File: config.mk
export PLATFORM = sky130hd
export DESIGN_NAME = i2s_dac_tx
export DESIGN_NICKNAME = d
export VERILOG_FILES = /design/src/rtl/i2s_dac_tx.sv
export SDC_FILE = /design/constraint.sdc
export NUM_CORES = 1
export LEC_CHECK = 0
export BUFFER_PORTS_ARGS = -buffer_cell sky130_fd_sc_hd__buf_4
export CAP_MARGIN = 20
export CORE_UTILIZATION = 60
export DETAILED_ROUTE_END_ITERATION = 7
export PLACE_DENSITY = 0.89
export SYNTH_ARGS = -nofsm -noshare
export SYNTH_HDL_FRONTEND = slang
export SYNTH_SLANG_ARGS = --single-unit
export TNS_END_PERCENT = 20
File: constraint.sdc
create_clock -name ck -period 3.6 [get_ports ck]
set_input_delay 0.54 -clock ck [delete_from_list [all_inputs] [get_ports ck]]
set_output_delay 0.54 -clock ck [all_outputs]
set_load 0.02 [all_outputs]
File: src/rtl/i2s_dac_tx.sv
// I2S DAC transmitter: FIFO-buffered stereo sample pairs shifted out MSB-first in I2S framing.
// Optional DACTX_HOLD_LAST_EN: on underflow, repeat the last popped pair instead of sending zeros.
module i2s_dac_tx #(
  parameter int DATA_W     = 24,
  parameter int FIFO_DEPTH = 4
) (
  input  logic              ck,
  input  logic              rst,
  input  logic              write,
  input  logic [DATA_W-1:0] writedata_left,
  input  logic [DATA_W-1:0] writedata_right,
  output logic              write_ready,
  input  logic              AUD_BCLK,
  input  logic              AUD_DACLRCK,
  output logic              AUD_DACDAT,
  output logic              underflow,
  output logic [15:0]       underflow_count
);

  localparam int PTR_W = (FIFO_DEPTH > 2) ? $clog2(FIFO_DEPTH) : 1;
  localparam int CNT_W = $clog2(FIFO_DEPTH + 1);
  localparam int IDX_W = $clog2(DATA_W + 2);
  localparam logic [IDX_W-1:0] IDX_LAST = IDX_W'(DATA_W);
  localparam logic [IDX_W-1:0] IDX_SAT  = IDX_W'(DATA_W + 1);
  localparam logic [CNT_W-1:0] CNT_FULL = CNT_W'(FIFO_DEPTH);

  typedef enum logic {ST_UNARMED, ST_ARMED} arm_state_t;

  logic bclk_meta, bclk_s, bclk_prev;
  logic lrck_meta, lrck_s;
  logic bclk_fall;

  logic [DATA_W-1:0] mem_left  [FIFO_DEPTH];
  logic [DATA_W-1:0] mem_right [FIFO_DEPTH];
  logic [PTR_W-1:0]  wr_ptr, rd_ptr;
  logic [CNT_W-1:0]  count;
  logic              fifo_empty;
  logic              push, pop;
  logic              left_start;

  arm_state_t        state;
  logic              lrck_prev;
  logic [DATA_W-1:0] shifter;
  logic [DATA_W-1:0] right_hold;
  logic [IDX_W-1:0]  bit_idx;
  logic [DATA_W-1:0] fill_left, fill_right;

  // CODEC clocks are asynchronous; a third BCLK flop gives the falling-edge detect
  always_ff @(posedge ck) begin
    if (rst) begin
      bclk_meta <= 1'b0;
      bclk_s    <= 1'b0;
      bclk_prev <= 1'b0;
      lrck_meta <= 1'b0;
      lrck_s    <= 1'b0;
    end else begin
      bclk_meta <= AUD_BCLK;
      bclk_s    <= bclk_meta;
      bclk_prev <= bclk_s;
      lrck_meta <= AUD_DACLRCK;
      lrck_s    <= lrck_meta;
    end
  end

  assign bclk_fall   = bclk_prev & ~bclk_s;
  assign write_ready = (count != CNT_FULL);
  assign fifo_empty  = (count == '0);
  assign push        = write & write_ready & ~rst;
  assign left_start  = bclk_fall & (state == ST_ARMED) & (lrck_s != lrck_prev) & ~lrck_s;
  assign pop         = left_start & ~fifo_empty;

  always_ff @(posedge ck) begin
    if (push) begin
      mem_left[wr_ptr]  <= writedata_left;
      mem_right[wr_ptr] <= writedata_right;
    end
  end

  always_ff @(posedge ck) begin
    if (rst) begin
      wr_ptr <= '0;
      rd_ptr <= '0;
      count  <= '0;
    end else begin
      if (push) begin
        wr_ptr <= wr_ptr + PTR_W'(1);
      end
      if (pop) begin
        rd_ptr <= rd_ptr + PTR_W'(1);
      end
      case ({push, pop})
        2'b10:   count <= count + CNT_W'(1);
        2'b01:   count <= count - CNT_W'(1);
        default: count <= count;
      endcase
    end
  end

`ifdef DACTX_HOLD_LAST_EN
  logic [DATA_W-1:0] last_left, last_right;

  always_ff @(posedge ck) begin
    if (rst) begin
      last_left  <= '0;
      last_right <= '0;
    end else if (pop) begin
      last_left  <= mem_left[rd_ptr];
      last_right <= mem_right[rd_ptr];
    end
  end

  assign fill_left  = last_left;
  assign fill_right = last_right;
`else
  assign fill_left  = '0;
  assign fill_right = '0;
`endif

  // Slot start sends the I2S one-bit-delay zero; the word then shifts out MSB-first
  always_ff @(posedge ck) begin
    if (rst) begin
      state           <= ST_UNARMED;
      lrck_prev       <= 1'b0;
      shifter         <= '0;
      right_hold      <= '0;
      bit_idx         <= IDX_SAT;
      AUD_DACDAT      <= 1'b0;
      underflow       <= 1'b0;
      underflow_count <= '0;
    end else begin
      underflow <= 1'b0;
      if (bclk_fall) begin
        lrck_prev <= lrck_s;
        case (state)
          ST_UNARMED: begin
            state <= ST_ARMED;
          end
          ST_ARMED: begin
            if (lrck_s != lrck_prev) begin
              AUD_DACDAT <= 1'b0;
              bit_idx    <= '0;
              if (!lrck_s) begin
                if (!fifo_empty) begin
                  shifter    <= mem_left[rd_ptr];
                  right_hold <= mem_right[rd_ptr];
                end else begin
                  shifter    <= fill_left;
                  right_hold <= fill_right;
                  underflow  <= 1'b1;
                  if (underflow_count != 16'hFFFF) begin
                    underflow_count <= underflow_count + 16'd1;
                  end
                end
              end else begin
                shifter <= right_hold;
              end
            end else if (bit_idx < IDX_LAST) begin
              bit_idx    <= bit_idx + IDX_W'(1);
              AUD_DACDAT <= shifter[DATA_W-1];
              shifter    <= {shifter[DATA_W-2:0], 1'b0};
            end else begin
              bit_idx    <= IDX_SAT;
              AUD_DACDAT <= 1'b0;
            end
          end
          default: state <= ST_UNARMED;
        endcase
      end
    end
  end

endmodule

==> flow_summary.yaml, run 1 <==
place:
  portBuffers: 71
  place_area_um2: 11700
  gp_congestion: 0.828
  dp_cells: 992
  post-place-ws_ns: 0.843
  hpwl_um: 13700
final_layout:
  antenna_cells: 0
  drive_gt1_frac: 0.229
  final_area_um2: 12600
  final-seq-area_um2: 7510
  multi_input_area_um2: 3170
  fill_cells: 1015
  layout.nets: 858
  syn_to_final_growth_pct: 15.2
  instances_no_fill: 1040
power:
  peakVddDrop_uv: 433
  power_density_nw_per_um2: 519
  leakage_nw: 4.13
setup_path:
  worst-endpoint-arrival_ns: 3.25
  critPathMaxFanout: 7
  critPathKind: "flop to flop"
  end_kind: "flop"
  startpoint_type: "flop"
  crit_required_ns: 4.05
logic_synthesis:
  ys_types: 50
  synth_compound_area_frac: 0.0821
  syn_inst: 724
  synth.top_cells.by_area: "edfxtp_1, dfxtp_1, mux4_2, a21oi_1, a211o_1"
  synthAdderAreaFrac: 0.0110
  synth_nets: 786
  synth.area.mux_share: 0.102
  synth-simple-area-share: 0.0901
  synth_warnings: 0
  syn_area_per_cell_um2: 15.1
  yosysMostFrequentCell: "edfxtp_1"
  synth.top_cell.area_share: 0.529
  synth.largest_area_cell: "edfxtp_1"
  synth-xor-area-share: 0.00402
  synth_top_family_by_area: "multiplexers"
  synthTopCellsByCount: "edfxtp_1, dfxtp_1, a21oi_1"
  seq_area_frac_synth: 0.688
  async_flop_share: 0
  syn_area_um2: 10900
  yosys_register_bits: 279
  synthFlopType: "edfxtp_1"
  synth_edf_count: 192
floorplan:
  die-area_um2: 18700
  fp.dieH_um: 137
  fp.dieW_um: 137
  initial_core_util: 0.622
  io_pins: 72
  rows: 48
  core_um2: 17500
route:
  dr.pass1.iters: 7
  post_drt_via_cell_ratio: 6.46
  post_drt_wl_per_cell_um: 22.2
  drt_iter0_drc: 666
  vias: 6715
  ant_nets: 0
  routed_wl_um: 23000
  drc: 0
clock_tree:
  path_clk_slew_ns: 0.06
  cts-root-buf: "clkbuf_16"
  clock_latency_ns: 0.53
  cts_buffers: 27
  cts_resized: 0
  cts_tree: "done"
  cts_max_level: 1
  clock-sinks: 279
  cts.path.max_buffers: 3
  post-cts-setup-buffer-count: 0
  holdBufCountCts: 0
sta:
  hold_viol: 0
  setup_viol: 0
  skew_ns: 0.0162
  maxSlewViolCount: 0
  tns_ns: 0
  rsz0062_at_grt: "false"
  layout_min_cycle_time_ns: 2.80
  fin_ws_ns: 0.798
  tightest_slew_ns: 0.980
  relSlewSlack: 0.347
  fin_crit_sh: 0.778
  max_freq_mhz: 357
flow_run:
  maxCapViolCount: 0
global_routing:
  grt_max_degree: 89
  grt_pass1_wl_um: 35800
  grt_pass1_vias: 6680
  antenna_found_initial: 0
  grtUsageTotal: 0.257
  grt-ovfl-total: 0
min_path:
  hold_class: "input pin to flop"
run_status:
  status: "finished, final reports clean"
[report_power, final]
part / internal, mW / total [mW] / switching, mW
Clock: 1.64 / 2.76 / 1.11
Combinational: 0.0983 / 0.249 / 0.150
Sequential: 3.49 / 3.51 / 0.0203
Total: 5.23 / 6.52 / 1.28
[state kept, by name (all words and copies together), names as in the netlist, 2 cells and up, named ones only]
signal,flops
underflow_count,16
mem_left,96
mem_right,96
wr_ptr,2
shifter,24
right_hold,24
bit_idx,5
rd_ptr,2
count,3
[cell usage in the layout, fill, tap and decap left out, drive strengths merged, types with 5 or more instances in the layout]
cell type	Yosys	layout
a21oi	66	66
clkinv	0	9
nand2	33	33
nand4	7	7
inv	13	13
nor2	43	43
nand3	32	32
o31ai	10	10
or3	5	5
and2	5	5
edfxtp	192	192
o21ai	5	5
buf	17	90
or4	9	9
a22oi	26	26
mux4	48	48
clkbuf	30	36
nor2b	30	30
ha	8	8
dfxtp	87	87
a211o	23	23
[layout make-up]
cell class              count  share of cell area
flip-flops and latches    279               0.598
multi-input cells         385               0.252
clock buffers              36              0.0589
repair buffers             90              0.0548
well taps                 225              0.0224
clock inverters            12              0.0102
inverters                  13             0.00388
[critical path, stage by stage (launching register included)]
cell      delay (ns)
dfxtp_1         0.34
inv_2           0.04
ha_1            0.30
and4bb_1        0.46
and3_1          0.28
ha_1            0.22
inv_1           0.06
fa_1            0.38
xor2_1          0.17
or3_1           0.32
a21oi_1         0.15
[path summary, 6_finish.rpt]
kind	start	endpoint	cells after the start	slack (ns)
hold / removal	writedata_right[23]	mem_right[2][23]$_DFFE_PP_	1	0.21
setup reg to reg	lrck_s$_SDFF_PP0_	count[2]$_SDFFE_PP0P_	10	0.80
setup / recovery	lrck_s$_SDFF_PP0_	count[2]$_SDFFE_PP0P_	10	0.80
hold reg to reg	shifter[12]$_SDFFE_PP0P_	shifter[12]$_SDFFE_PP0P_	2	0.46
[logic make-up after synthesis]
group | after synthesis
buffers and inverters | 60
DFF | 279
AOI/OAI and AO/OA | 138
adders and majority gates | 9
and+or+nand+nor | 182
xor gates and xnor gates | 5
muxes | 51
[routing by layer]
metal | share of wire | track usage | vias to the layer above | wire length [um]
met5 | 0 | 0 | - | 0
met4 | 0.028 | 0.111 | 0 | 648
met3 | 0.083 | 0.0533 | 56 | 1910
met2 | 0.51 | 0.436 | 351 | 11800
met1 | 0.38 | 0.322 | 3364 | 8690
li1 | - | - | 2944 | -
[metrics by stage]
stage	power (mW)	hold WS [ns]	utilization
floorplan	3.70	0.414	-
global placement	3.80	0.425	0.667
detailed placement	3.82	0.438	0.667
CTS	6.55	0.195	0.716
global route	6.71	0.184	0.716
finish	6.52	0.205	0.716
(Power assumes the default switching activity.)
==> run 2, diff against run 1 <==
Clock period 3.6 ns to 2.6 ns, I/O delays scaled along.
==> run 2 against run 1 <==
Compared with the run above:
- total power rose by 42%
- die area did not move
- sequential power up 38%
- core utilization up 0.86 points
- cell area grew 1.2%
- via count grew 0.31%
==> flow_summary.yaml, run 2 (same netlist as run 1, synthesis figures left out) <==
setup_path:
  worst-endpoint-arrival_ns: 2.87
  startpoint_type: "flop"
  cpMaxStageDelayCell: "dfxtp_1"
  r2r-start: "count[2]$_SDFFE_PP0P_"
  end_kind: "flop"
  crit_chain: "or3b_1, nand2_1, nor2_1, inv_1, ha_4, inv_1, fa_2, xor2_1, or3_1, a21oi_1"
  critPathKind: "flop to flop"
  cp-startpoint: "count[2]$_SDFFE_PP0P_"
  cp_num_buf_inv: 2
  crit_required_ns: 3.04
  crit_family: "simple AND/OR/NAND/NOR gates"
  critPathMaxFanout: 5
  critPathMaxStageDelay_ns: 0.43
  worst_path_most_repeated_cell: "inv_1"
sta:
  tightest_slew_ns: 0.954
  fin_ws_ns: 0.177
  fin_crit_sh: 0.932
  setup_viol: 0
  skew_ns: 0.0189
  rsz0062_at_grt: "false"
  layout_min_cycle_time_ns: 2.42
  tns_ns: 0
  maxSlewViolCount: 0
  relSlewSlack: 0.364
  hold_viol: 0
  max_freq_mhz: 413
place:
  post-place-ws_ns: 0.216
  gp_congestion: 0.843
  portBuffers: 71
  hpwl_um: 13100
power:
  peakVddDrop_uv: 629
  leakage_nw: 4.16
  power_density_nw_per_um2: 727
clock_tree:
  cts_max_level: 1
  post-cts-setup-buffer-count: 0
  cts_resized: 0
  clock-sinks: 279
  cts_buffers: 27
  holdBufCountCts: 0
  clock_latency_ns: 0.53
  cts.path.max_buffers: 3
  cts_tree: "done"
  cts-root-buf: "clkbuf_16"
  path_clk_slew_ns: 0.07
global_routing:
  grt-ovfl-total: 0
  antenna_found_initial: 0
  grt_pass1_wl_um: 36500
  grt_max_degree: 89
  grtUsageTotal: 0.259
  grt_pass1_vias: 6826
final_layout:
  antenna_cells: 0
  fill_cells: 974
  syn_to_final_growth_pct: 16.6
  final_common_cell: "edfxtp_1"
  drive_gt1_frac: 0.240
  final_cell_mix: "edfxtp_1, dfxtp_1, buf_4, a21oi_1, mux4_2"
  reg_top3: "mem_left x96, mem_right x96"
  layout.nets: 856
floorplan:
  rows: 48
  io_pins: 72
  core_um2: 17500
  die-area_um2: 18700
  fp.dieH_um: 137
  fp.dieW_um: 137
  initial_core_util: 0.622
route:
  post_drt_wl_per_cell_um: 22.2
  drc: 0
  dr.pass1.iters: 5
  vias: 6736
  ant_nets: 0
  post_drt_via_cell_ratio: 6.48
  drt_iter0_drc: 820
  routed_wl_um: 23100
flow_run:
  maxCapViolCount: 0
min_path:
  hold_class: "input pin to flop"
  min_from: "writedata_left[14]"
run_status:
  status: "finished, final reports clean"
## run 2: final cells by class
class | instances | area (um^2) | area share
sequential | 279 | 7510 | 0.591
multi-input combinational | 385 | 3200 | 0.252
timing repair buffer | 88 | 748 | 0.0588
clock buffer | 31 | 701 | 0.0551
tap | 225 | 282 | 0.0221
clock inverter | 18 | 223 | 0.0175
inverter | 13 | 51.3 | 0.00403
## run 2: final timing paths
| path | to | slack, ns | cells after the start |
|---|---|---|---|
| worst max-delay path | count[2]$_SDFFE_PP0P_ | 0.18 | 10 |
| worst min-delay path | mem_left[3][14]$_DFFE_PP_ | 0.06 | 1 |
| worst max register to register | count[2]$_SDFFE_PP0P_ | 0.18 | 10 |
| worst min register to register | bclk_s$_SDFF_PP0_ | 0.44 | 1 |
## run 2: power breakdown
| part | internal, mW | switching, mW |
|---|---|---|
| clock network | 2.43 | 1.60 |
| logic | 0.141 | 0.211 |
| registers | 4.83 | 0.0281 |
| total | 7.40 | 1.84 |
## run 2: metrics by stage
stage	hold WS (ns)	instances	utilization	total power, mW	area [um^2]
6_report	0.0631	1039	0.725	9.25	12700
5_1_grt	0.0478	1039	0.725	9.46	12700
4_1_cts	0.0542	1039	0.725	9.27	12700
3_5_place_dp	0.426	990	0.672	5.30	11800
3_3_place_gp	0.429	990	0.672	5.27	11800
2_1_floorplan	0.414	724	-	5.13	11000
## run 2: metal layers
| layer | GRT usage | share of wire | up-vias |
|---|---|---|---|
| li1 | - | - | 2939 |
| met1 | 0.338 | 0.39 | 3336 |
| met2 | 0.430 | 0.49 | 380 |
| met3 | 0.0393 | 0.078 | 81 |
| met4 | 0.123 | 0.041 | 0 |
| met5 | 0 | 0 | - |
